File: src/rtl/pwm_demod.sv
// ---------------------------------------------------------------------------
// pwm_demod
//
// Purpose:
//   Receive end of the pwm generator. Samples an asynchronous PWM input,
//   measures the high time and the period in i_clk cycles, and reports one
//   (compare, top) pair per completed period with a single-cycle strobe.
//   An input that stays high or low for 2^COUNT_W-1 cycles without an edge
//   is reported as stuck. That report repeats for as long as the input
//   stays stuck.
//
// Parameters:
//   COUNT_W      width of the cycle counters and of o_compare / o_top
//
// Ports:
//   i_clk        system clock, rising edge
//   i_rst_n      asynchronous active-low reset
//   i_pwm        asynchronous PWM input
//   o_compare    measured high time in cycles (all ones / 0 on stuck high / low)
//   o_top        measured period minus 1 (all ones on stuck)
//   o_valid      one-cycle strobe: o_compare, o_top and o_stuck are new
//   o_stuck      qualified by o_valid: the report is a timeout, not a period
//
// Build option:
//   PWM_DEMOD_GLITCH_FILTER_EN  inserts a 3-sample majority filter after the
//                               synchronizer. This rejects single-cycle
//                               glitches and adds 2 cycles of latency.
//
// States:
//   state   | meaning
//   --------+---------------------------------------------------------------
//   ST_ARM  | waiting for the first rising edge; no period in progress
//   ST_HIGH | inside the high phase of a period, counting high cycles
//   ST_LOW  | inside the low phase of a period, counting low cycles
// ---------------------------------------------------------------------------
module pwm_demod #(
    parameter int COUNT_W = 10
) (
    input  logic               i_clk,
    input  logic               i_rst_n,
    input  logic               i_pwm,
    output logic [COUNT_W-1:0] o_compare,
    output logic [COUNT_W-1:0] o_top,
    output logic               o_valid,
    output logic               o_stuck
);

    localparam logic [COUNT_W:0]   SUM_MAX  = {1'b0, {COUNT_W{1'b1}}};
    localparam logic [COUNT_W-1:0] CNT_ONE  = {{(COUNT_W-1){1'b0}}, 1'b1};
    localparam logic [COUNT_W-1:0] CNT_ONES = {COUNT_W{1'b1}};

    typedef enum logic [1:0] {
        ST_ARM  = 2'd0,
        ST_HIGH = 2'd1,
        ST_LOW  = 2'd2
    } state_t;

    state_t state_q, state_d;

    logic               sync1_q, sync2_q;
    logic               s;
    logic               s_d_q;
    logic               rise, fall;

    logic [COUNT_W-1:0] high_q, high_d;
    logic [COUNT_W-1:0] low_q,  low_d;
    logic [COUNT_W:0]   sum;
    logic [COUNT_W-1:0] top_calc;
    logic               timeout;
    logic               publish;
    logic               tmo_pub;

    logic [COUNT_W-1:0] compare_q, compare_d;
    logic [COUNT_W-1:0] top_q,     top_d;
    logic               valid_q,   valid_d;
    logic               stuck_q,   stuck_d;

    // -----------------------------------------------------------------------
    // Input synchronizer
    // -----------------------------------------------------------------------
    always_ff @(posedge i_clk or negedge i_rst_n) begin
        if (!i_rst_n) begin
            sync1_q <= 1'b0;
            sync2_q <= 1'b0;
        end else begin
            sync1_q <= i_pwm;
            sync2_q <= sync1_q;
        end
    end

`ifdef PWM_DEMOD_GLITCH_FILTER_EN
    logic hist1_q, hist2_q, filt_q;

    // The filtered level follows the majority of the three most recent
    // synchronized samples, so one odd sample never moves it.
    always_ff @(posedge i_clk or negedge i_rst_n) begin
        if (!i_rst_n) begin
            hist1_q <= 1'b0;
            hist2_q <= 1'b0;
            filt_q  <= 1'b0;
        end else begin
            hist1_q <= sync2_q;
            hist2_q <= hist1_q;
            filt_q  <= (sync2_q & hist1_q) | (sync2_q & hist2_q) | (hist1_q & hist2_q);
        end
    end

    assign s = filt_q;
`else
    assign s = sync2_q;
`endif

    // -----------------------------------------------------------------------
    // Edge detection
    // -----------------------------------------------------------------------
    always_ff @(posedge i_clk or negedge i_rst_n) begin
        if (!i_rst_n) begin
            s_d_q <= 1'b0;
        end else begin
            s_d_q <= s;
        end
    end

    assign rise = s & ~s_d_q;
    assign fall = ~s & s_d_q;

    // The sum is one bit wider than the counters so that the timeout compare
    // cannot alias. The counters never pass SUM_MAX, so the published top
    // value fits in COUNT_W bits.
    assign sum      = {1'b0, high_q} + {1'b0, low_q};
    assign timeout  = (sum == SUM_MAX);
    assign top_calc = high_q + low_q - CNT_ONE;

    // -----------------------------------------------------------------------
    // FSM: state register
    // -----------------------------------------------------------------------
    always_ff @(posedge i_clk or negedge i_rst_n) begin
        if (!i_rst_n) begin
            state_q <= ST_ARM;
        end else begin
            state_q <= state_d;
        end
    end

    // -----------------------------------------------------------------------
    // FSM: next state
    // A rise takes priority over a simultaneous timeout. That lets a period
    // of exactly 2^COUNT_W-1 cycles be measured normally.
    // -----------------------------------------------------------------------
    always_comb begin
        state_d = state_q;
        unique case (state_q)
            ST_ARM: begin
                if (rise) begin
                    state_d = ST_HIGH;
                end
            end
            ST_HIGH: begin
                if (timeout) begin
                    state_d = ST_ARM;
                end else if (fall) begin
                    state_d = ST_LOW;
                end
            end
            ST_LOW: begin
                if (rise) begin
                    state_d = ST_HIGH;
                end else if (timeout) begin
                    state_d = ST_ARM;
                end
            end
            default: state_d = ST_ARM;
        endcase
    end

    // -----------------------------------------------------------------------
    // FSM: outputs (publish decision and next report values)
    // -----------------------------------------------------------------------
    always_comb begin
        publish   = (state_q == ST_LOW) && rise;
        tmo_pub   = timeout && !rise;
        valid_d   = 1'b0;
        compare_d = compare_q;
        top_d     = top_q;
        stuck_d   = stuck_q;
        if (publish) begin
            valid_d   = 1'b1;
            compare_d = high_q;
            top_d     = top_calc;
            stuck_d   = 1'b0;
        end else if (tmo_pub) begin
            valid_d   = 1'b1;
            compare_d = s ? CNT_ONES : '0;
            top_d     = CNT_ONES;
            stuck_d   = 1'b1;
        end
    end

    // -----------------------------------------------------------------------
    // Cycle counters
    // In ST_ARM no period is in progress. The counters then track the time
    // since the last edge, so that a stuck input is still caught. An edge
    // cycle and a timeout cycle both count as cycle 1 of the interval that
    // follows. This keeps stuck reports exactly 2^COUNT_W-1 cycles apart.
    // -----------------------------------------------------------------------
    always_comb begin
        high_d = high_q;
        low_d  = low_q;
        if (rise) begin
            high_d = CNT_ONE;
            low_d  = '0;
        end else if (tmo_pub) begin
            high_d = s ? CNT_ONE : '0;
            low_d  = s ? '0 : CNT_ONE;
        end else begin
            unique case (state_q)
                ST_ARM: begin
                    if (fall) begin
                        high_d = '0;
                        low_d  = CNT_ONE;
                    end else if (s) begin
                        high_d = high_q + CNT_ONE;
                    end else begin
                        low_d = low_q + CNT_ONE;
                    end
                end
                ST_HIGH: begin
                    if (fall) begin
                        low_d = CNT_ONE;
                    end else begin
                        high_d = high_q + CNT_ONE;
                    end
                end
                ST_LOW: begin
                    low_d = low_q + CNT_ONE;
                end
                default: begin
                    high_d = '0;
                    low_d  = '0;
                end
            endcase
        end
    end

    always_ff @(posedge i_clk or negedge i_rst_n) begin
        if (!i_rst_n) begin
            high_q <= '0;
            low_q  <= '0;
        end else begin
            high_q <= high_d;
            low_q  <= low_d;
        end
    end

    // -----------------------------------------------------------------------
    // Output registers
    // -----------------------------------------------------------------------
    always_ff @(posedge i_clk or negedge i_rst_n) begin
        if (!i_rst_n) begin
            compare_q <= '0;
            top_q     <= '0;
            valid_q   <= 1'b0;
            stuck_q   <= 1'b0;
        end else begin
            compare_q <= compare_d;
            top_q     <= top_d;
            valid_q   <= valid_d;
            stuck_q   <= stuck_d;
        end
    end

    assign o_compare = compare_q;
    assign o_top     = top_q;
    assign o_valid   = valid_q;
    assign o_stuck   = stuck_q;

endmodule

File: config.mk
export PLATFORM = sky130hd
export DESIGN_NAME = pwm_demod
export DESIGN_NICKNAME = d
export VERILOG_FILES = /design/src/rtl/pwm_demod.sv
export SDC_FILE = /design/constraint.sdc
export NUM_CORES = 1
export LEC_CHECK = 0
export BUFFER_PORTS_ARGS = -buffer_cell sky130_fd_sc_hd__buf_4
export CELL_PAD_IN_SITES_DETAIL_PLACEMENT = 1
export CELL_PAD_IN_SITES_GLOBAL_PLACEMENT = 1
export CORE_AREA = 8 8 103 151
export CTS_BUF_LIST = sky130_fd_sc_hd__clkbuf_8
export CTS_CLUSTER_SIZE = 14
export DETAILED_ROUTE_END_ITERATION = 12
export DIE_AREA = 0 0 111 159
export MAX_ROUTING_LAYER = met4
export PLACE_DENSITY = 0.45
export SYNTH_ARGS = -nofsm -noshare
export SYNTH_HDL_FRONTEND = slang
export SYNTH_SLANG_ARGS = --single-unit
File: constraint.sdc
create_clock -name i_clk -period 7.8 [get_ports i_clk]
set_clock_uncertainty 0.05 [all_clocks]
set_input_delay 1.56 -clock i_clk [delete_from_list [all_inputs] [get_ports i_clk]]
set_output_delay 1.56 -clock i_clk [all_outputs]
set_load 0.005 [all_outputs]
==> impl_metrics.ini, run 1 <==
[clocking]
clk_root_buffer_cell = clkbuf_8
clockBufferDepth = 2
cts_resized = 0
cts_made_buffers = 5
cts_tree = built
postCtsHoldBufs = 0
clock_sinks = 47
clk_latency_ns = 0.32
htree_levels = 2
post_cts_buffers = 0
cts.reportedPaths.clkPinSlew_ns = 0.11

[power]
p_clk_share_pct = 15.9
pwr-share-comb_pct = 50.1
peakVddDrop_mv = 0.0737
seqPwrFrac_pct = 34.0
internal_power_uw = 599
p_sw_uw = 438
leakage_uw = 0.00183
netSwitchingFraction_pct = 42.3
p_per_area_mw_per_mm2 = 280

[route]
ant_nets = 0
drt_iter0_markers = 92
top_layer = met4
met2_length_um = 6130
route.vias.total = 2750
wl_per_cell_um = 20.4
drcViolationCount = 0
wl_met3_um = 125
met1Wirelength_um = 4380
drtPass1Iterations = 4
via_per_inst = 5.14
wirelength_um = 10900

[critical_path]
crit_type = flop to flop
path_max_fanout = 10
arrival_ns = 4.06
critPathRequiredTime_ns = 8.01
reg2regPathDepth = 11
cp_slowest_cell = mux4_2
endpoint = o_compare[7]
r2r-start = high_q[0]
r2r-end = o_compare[7]
critPathLaunchType = flop
cp-startpoint = high_q[0]
cp_slowest_stage_delay_ns = 0.53
endpoint_kind = flop
r2r_slack_ns = 3.96
path_cells = ha_1, inv_1, fa_1, nand2b_1, and2_1, nand2b_1, mux4_2, or3_1, nor4_4, and2_1, a221o_1

[outcome]
status = completed

[global_route]
grt_max_degree = 48
grt_pass1_vias = 3099
grt_overflow = 0
antenna_found_initial = 0
grt_pass1_wl_um = 17700
grt.total_usage_pct = 12.9

[die]
coreArea_mm2 = 0.0133
die_x_um = 111
pin_count = 25
die_h_um = 159
rows = 52
initial_core_util_pct = 24.4
die_area_mm2 = 0.0176

[timing]
fin_ws_ns = 3.96
period_share_pct = 49.3
relSlewSlack_pct = 24.5
worst_pin_slew_ns = 1.12
rsz0062_at_grt = false
setup_tns_ns = 0
layout_min_cycle_time_ns = 3.84
setup_viol = 0
maxSlewViolCount = 0
timing.fmax_mhz = 260
hold_violations = 0

[yosys]
synthCells = 349
synthArstFlopShare_pct = 100
syn_area_mm2 = 0.00326
synth_top_area_cell = dfrtp_1
yosys_register_bits = 47
ys.flop_type = dfrtp_1
synth_area_leaders = dfrtp_1 36%, ha_1 12%, inv_1 4.8%
synth_edf_count = 0
synth_warnings = 0
synth_area_per_cell_um2 = 9.33
ys_types = 54
ys_seq_area_share_pct = 36.1
synth_fp_nets = 386
synth_top_area_share_pct = 36.1

[flow_run]
cap_violations = 0

[place]
globalplace.congestion = 0.806
io_buffers = 24
place_area_mm2 = 0.00362
hpwl_um = 8620
place_ws_ns = 3.93

[cells_and_area]
n_fill_cell = 1545
antenna_cells = 0
fin_util_pct = 27.8
multiInputGateArea_mm2 = 0.00188
seqCellArea_mm2 = 0.00118
syn_to_final_growth_pct = 13.9
final_nets = 409
fin_area_mm2 = 0.00371
drive_gt1_share_pct = 11.3

[hold_path]
hold_class = flop to flop
cells by family after synthesis:
family	after synthesis	synth area share [%]
AOI/OAI and AO/OA	92	20.1
xor gates and xnor gates	9	2.42
adders and majority gates	34	13.5
buffers and inverters	53	6.38
DFF	47	36.1
muxes	3	1.31
and+or+nand+nor	111	20.2
area by class of cell:
cell class | instances | area share, %
inverter | 43 | 4.35
timing repair buffer | 26 | 5.26
tap | 162 | 5.47
multi-input combinational | 249 | 50.7
clock inverter | 3 | 0.607
sequential | 47 | 31.7
clock buffer | 5 | 1.86
critical path, delay by kind of cell, from the launching register on:
kind / cells / cell delay, ns
adder cells (fa/ha/maj): 2 / 0.65
multiplexers: 1 / 0.53
AND/OR/NAND/NOR: 6 / 1.79
buffers and inverters: 1 / 0.06
flip-flops: 1 / 0.51
AO/OA/AOI/OAI: 1 / 0.19
cells in the final DEF, fill, tap and decap left out, drive strengths merged, types with 3 or more instances in the layout:
cell type,Yosys,layout
a21o,18,18
a21oi,27,27
a221o,10,10
a2bb2oi,6,6
and2,5,5
and3,5,5
buf,2,26
clkbuf,8,5
dfrtp,47,47
ha,32,32
inv,43,45
nand2,10,10
nand2b,4,4
nand3,24,24
nor2,15,15
nor3,7,7
nor3b,3,3
nor4,6,6
o21ai,10,10
or3,9,9
or4,13,13
xnor2,5,5
xor2,4,4
metal layers:
metal  vias to the layer above  GRT usage, %
met4                         0          4.87
met2                        24          24.4
met3                        14          1.40
li1                       1319             -
met1                      1393          13.1
met5                         -             -
power by group through the flow:
stage	combinational, uW	clock, uW	sequential [uW]
after detailed placement	536	0	359
after global placement	534	0	358
final	520	165	353
after floorplan	342	0	344
after CTS	537	174	354
after global routing	588	179	361
sequential cells by signal, summed over array words and instances, names as in the netlist:
name,cells
high_q,10
low_q,10
o_compare,10
o_stuck,1
o_top,10
o_valid,1
s,1
s_d_q,1
state_q,2
sync1_q,1
worst min-delay path by stage:
stage | from | end | slack (ns) | depth (start not counted)
floorplan | sync1_q | s | 0.28 | 0
global placement | sync1_q | s | 0.29 | 0
detailed placement | sync1_q | s | 0.29 | 0
CTS | sync1_q | s | 0.32 | 0
global route | sync1_q | s | 0.33 | 0
finish | sync1_q | s | 0.31 | 0
synthesized netlist by cell type (all sizes together), types with 3 or more instances:
master	number
ha	32
nor2	15
a21o	18
nand2	10
nor4	6
and2	5
a221o	10
nand2b	4
or4	13
clkbuf	8
xor2	4
xnor2	5
and3	5
nor3	7
dfrtp	47
a21oi	27
a2bb2oi	6
nand3	24
inv	43
o21ai	10
nor3b	3
or3	9
stage by stage:
| stage | std cells | power, uW | hold WS (ns) |
|---|---|---|---|
| global placement | 527 | 892 | 0.290 |
| finish | 535 | 1040 | 0.315 |
| global route | 535 | 1130 | 0.325 |
| CTS | 535 | 1070 | 0.320 |
| floorplan | 349 | 686 | 0.281 |
| detailed placement | 527 | 895 | 0.286 |
(Power assumes the default switching activity.)
==> run 2: changes to the inputs <==
--- a/config.mk
+++ b/config.mk
@@ -14,7 +14,7 @@
 export DETAILED_ROUTE_END_ITERATION = 12
 export DIE_AREA = 0 0 111 159
 export MAX_ROUTING_LAYER = met4
-export PLACE_DENSITY = 0.45
+export PLACE_DENSITY = 0.47
 export SYNTH_ARGS = -nofsm -noshare
 export SYNTH_HDL_FRONTEND = slang
 export SYNTH_SLANG_ARGS = --single-unit
==> constraint.sdc (replaced) <==
create_clock -name i_clk -period 3.4 [get_ports i_clk]
set_clock_uncertainty 0.05 [all_clocks]
set_input_delay 0.68 -clock i_clk [delete_from_list [all_inputs] [get_ports i_clk]]
set_output_delay 0.68 -clock i_clk [all_outputs]
set_load 0.005 [all_outputs]
==> run 2 against run 1 <==
Against the previous run:
- sequential share of layout area down 3.3 points
- largest cell class unchanged
- register-to-register slack got worse by 3.9 ns
- setup slack got worse by 3.9 ns
==> impl_metrics.ini, run 2 (same netlist as run 1, synthesis figures left out) <==
[timing]
relSlewSlack_pct = 56.2
worst_pin_slew_ns = 0.654
layout_min_cycle_time_ns = 3.33
maxSlewViolCount = 0
setup_viol = 0
rsz0062_at_grt = true
fin_ws_ns = 0.0696
timing.fmax_mhz = 300
period_share_pct = 98.0
hold_violations = 0

[die]
coreArea_mm2 = 0.0133
die_h_um = 159
rows = 52
initial_core_util_pct = 24.4
die_x_um = 111
pin_count = 25
die_area_mm2 = 0.0176

[route]
ant_nets = 0
drtPass1Iterations = 4
wl_met3_um = 168
met2_length_um = 6190
route.vias.total = 2932
via_per_inst = 5.13
wl_per_cell_um = 19.4
top_layer = met4
met1Wirelength_um = 4250
drt_iter0_markers = 61
wirelength_um = 11100
drcViolationCount = 0

[hold_path]
hold_class = flop to flop

[place]
hpwl_um = 8780
place_ws_ns = -0.0127
io_buffers = 24
place_area_mm2 = 0.00387
globalplace.congestion = 0.869

[power]
p_sw_uw = 1010
p_clk_share_pct = 19.4
p_per_area_mw_per_mm2 = 636
internal_power_uw = 1620
peakVddDrop_mv = 0.227
seqPwrFrac_pct = 29.3
pwr-share-comb_pct = 51.3
netSwitchingFraction_pct = 38.3
p_total_uw = 2630
leakage_uw = 0.00207

[critical_path]
critPathRequiredTime_ns = 3.56
cp_slowest_stage_delay_ns = 0.44
crit_type = flop to flop
path_max_fanout = 5
arrival_ns = 3.49
cpLargestDelayFamily = simple AND/OR/NAND/NOR gates
endpoint_kind = flop
cp_slowest_cell = a2111o_1
path_cells = ha_2, inv_2, fa_2, nand2b_4, a2111o_1, a21oi_2, o221ai_2, or3_4, nor4_4, nor2_4, buf_6, a221o_1
crit_buf_inv = 2
critPathLaunchType = flop

[clocking]
htree_levels = 2
clk_root_buffer_cell = clkbuf_8
clk_latency_ns = 0.32
postCtsHoldBufs = 0
cts.reportedPaths.clkPinSlew_ns = 0.10
cts_tree = built
clock_sinks = 47
cts_made_buffers = 5
clockBufferDepth = 2

[outcome]
status = completed

[global_route]
grt.total_usage_pct = 12.9
grt_max_degree = 48
grt_pass1_wl_um = 17600
antenna_found_initial = 0
grt_pass1_vias = 3171
grt_overflow = 0

[cells_and_area]
fin_area_mm2 = 0.00414
final_common_cell = buf_4
syn_to_final_growth_pct = 27.1
antenna_cells = 0
drive_gt1_share_pct = 23.2
final_cell_mix = 59 x buf_4, 47 x dfrtp_1, 40 x inv_1
final_nets = 446

[flow_run]
cap_violations = 0
run 2: cell count changes in the layout (fill, tap and decap cells not counted), sizes merged:
cell | before | now
bufinv | 0 | 2
buf | 26 | 63
clkinv | 1 | 0
inv | 45 | 43
clkinvlp | 0 | 1
run 2: layout make-up:
class,instances,area [um^2]
inverter,43,161
tap,162,203
timing repair buffer,63,497
clock inverter,3,67.6
sequential,47,1180
fill,1535,9200
clock buffer,5,68.8
multi-input combinational,249,1970
run 2: final timing paths:
check | from | cells after the start | slack [ns] | to
worst max-delay path | high_q[0] | 12 | 0.07 | o_compare[2]
worst min-delay path | sync1_q | 0 | 0.31 | s
worst max register to register | high_q[0] | 12 | 0.07 | o_compare[2]
worst min register to register | sync1_q | 0 | 0.31 | s
max in group asynchronous | i_rst_n | 1 | 2.53 | low_q[5]
min in group asynchronous | i_rst_n | 1 | 0.32 | o_compare[7]
run 2: worst reg2reg max path, delay by kind of cell, from the launching register on:
family	cells	cell delay, ns
flip-flops	1	0.38
adder cells (fa/ha/maj)	2	0.52
buffers and inverters	2	0.19
AO/OA/AOI/OAI	4	1.04
AND/OR/NAND/NOR	4	1.05
run 2: through the flow:
step           instances  hold slack [ns]  TNS (ns)  util, %
3_3_place_gp         559            0.286         0     29.0
2_1_floorplan        349            0.281         0        -
6_report             572            0.307         0     31.0
3_5_place_dp         559            0.292   -0.0144     29.0
5_1_grt              572            0.316    -0.711     31.0
4_1_cts              567            0.314         0     30.1
run 2: power groups by stage:
| stage | registers [uW] | clock network, uW | logic [uW] |
|---|---|---|---|
| floorplan | 790 | 0 | 785 |
| CTS | 773 | 531 | 1320 |
| detailed placement | 783 | 0 | 1310 |
| global route | 791 | 554 | 1510 |
| finish | 772 | 510 | 1350 |
| global placement | 778 | 0 | 1310 |
run 2: repair_timing:
action	in CTS	in global routing
pin swaps	0	14
setup endpoints to repair	12	39
setup buffers	0	5
gates resized for setup	2	21
run 2: per-layer routing:
layer / vias to the layer above / track usage (%)
li1: 1393 / -
met1: 1477 / 13.0
met2: 39 / 24.2
met3: 23 / 1.21
met4: 0 / 6.42
met5: - / -
==> run 3: changes to the inputs <==
--- a/config.mk
+++ b/config.mk
@@ -14,7 +14,7 @@
 export DETAILED_ROUTE_END_ITERATION = 12
 export DIE_AREA = 0 0 111 159
 export MAX_ROUTING_LAYER = met4
-export PLACE_DENSITY = 0.47
+export PLACE_DENSITY = 0.45
 export SYNTH_ARGS = -nofsm -noshare
 export SYNTH_HDL_FRONTEND = slang
 export SYNTH_SLANG_ARGS = --single-unit
==> constraint.sdc (replaced) <==
create_clock -name i_clk -period 3.6 [get_ports i_clk]
set_clock_uncertainty 0.05 [all_clocks]
set_input_delay 0.72 -clock i_clk [delete_from_list [all_inputs] [get_ports i_clk]]
set_output_delay 0.72 -clock i_clk [all_outputs]
set_load 0.005 [all_outputs]
==> run 3 against run 2 <==
Against the previous run:
- global-route usage decreased by 0.11 points
- die area unchanged
- sequential power shrank 6.2%
- wire length shrank 1.6%
- register-to-register slack improved by 0.07 ns
- largest cell class unchanged
- cell area down 4.5%
- fmax down 3.7%
==> impl_metrics.ini, run 3 (same netlist as run 1, synthesis figures left out) <==
[global_route]
grt_max_degree = 48
grt_pass1_wl_um = 17600
grt.total_usage_pct = 12.8
grt_overflow = 0
antenna_found_initial = 0
grt_pass1_vias = 3172

[critical_path]
path_max_fanout = 9
critPathRequiredTime_ns = 3.76
cp_slowest_stage_delay_ns = 0.52
path_cells = ha_1, inv_1, fa_1, nand2b_1, and2_1, nand2b_1, mux4_2, or3_4, nor4_4, buf_4, nor3_2, buf_4, a211o_1
reg2regPathDepth = 13
arrival_ns = 3.62
crit_type = flop to flop
cp-startpoint = high_q[0]
endpoint = low_q[0]
r2r-start = high_q[0]
cp_slowest_cell = mux4_2
r2r_slack_ns = 0.14
endpoint_kind = flop
crit_buf_inv = 3
cp.depth = 13
r2r-end = low_q[0]
critPathLaunchType = flop
cpLargestDelayFamily = simple AND/OR/NAND/NOR gates

[die]
die_h_um = 159
rows = 52
die_area_mm2 = 0.0176
coreArea_mm2 = 0.0133
initial_core_util_pct = 24.4
die_x_um = 111
pin_count = 25

[clocking]
cts_made_buffers = 5
clock_sinks = 47
clk_latency_ns = 0.32
cts_tree = built
htree_levels = 2
clockBufferDepth = 2
clk_root_buffer_cell = clkbuf_8
cts.reportedPaths.clkPinSlew_ns = 0.11
postCtsHoldBufs = 0

[power]
leakage_uw = 0.00198
peakVddDrop_mv = 0.205
p_per_area_mw_per_mm2 = 585

[route]
via_per_inst = 5.07
wirelength_um = 10900
drt_iter0_markers = 74
wl_per_cell_um = 19.3
ant_nets = 0
route.vias.total = 2857
drtPass1Iterations = 4
drcViolationCount = 0

[timing]
hold_violations = 0
maxSlewViolCount = 0
rsz0062_at_grt = false
worst_pin_slew_ns = 0.633
timing.fmax_mhz = 289
setup_tns_ns = 0
period_share_pct = 96.1
layout_min_cycle_time_ns = 3.46
relSlewSlack_pct = 57.8
setup_viol = 0
whs_ns = 0.314

[cells_and_area]
final_nets = 438
fin_util_pct = 29.6
final_common_cell = buf_4
drive_gt1_share_pct = 17.9
syn_to_final_growth_pct = 21.4
final_cell_mix = 54 x buf_4, 47 x dfrtp_1, 42 x inv_1
antenna_cells = 0

[hold_path]
hold_class = flop to flop
hold_depth = 0

[outcome]
status = completed

[place]
globalplace.congestion = 0.854
hpwl_um = 8720
io_buffers = 24

[flow_run]
cap_violations = 0
## run 3: what timing repair did
action / in CTS / in global routing
resized for setup: 0 / 2
buffers inserted: 0 / 1
setup endpoints to repair: 0 / 4
## run 3: worst min-delay path by stage
stage | from | endpoint | slack (ns)
3_5_place_dp | sync1_q | s | 0.29
5_1_grt | sync1_q | s | 0.32
3_3_place_gp | sync1_q | s | 0.29
4_1_cts | sync1_q | s | 0.32
6_report | sync1_q | s | 0.31
2_1_floorplan | sync1_q | s | 0.28
## run 3: layer usage
layer | GRT usage (%) | up-vias | routed length [um]
li1 | - | 1373 | -
met4 | 4.75 | 0 | 258
met2 | 25.0 | 28 | 6290
met5 | - | - | 0
met1 | 12.6 | 1445 | 4230
met3 | 1.21 | 11 | 112
## run 3: power breakdown
part | switching, uW | internal, uW | leakage (uW) | total (uW)
clock network | 223 | 145 | 0.0000467 | 368
logic | 644 | 578 | 0.00132 | 1220
registers | 79.3 | 645 | 0.000614 | 724
total | 947 | 1370 | 0.00198 | 2310
## run 3: layout make-up
cell class                 count  area (um^2)
fill                        1562         9380
clock buffer                   5         68.8
multi-input combinational    249         1890
timing repair buffer          55          425
clock inverter                 3         27.5
sequential                    47         1180
inverter                      43          161
tap                          162          203
## run 3: through the flow
stage               total power [uW]  cells  cell area [um^2]  worst slack, ns
global placement                1990    555              3840            0.189
floorplan                       1490    349              3260            0.420
global route                    2520    564              3950          0.00757
finish                          2310    564              3950            0.141
CTS                             2380    563              3940            0.141
detailed placement              1990    555              3840            0.179
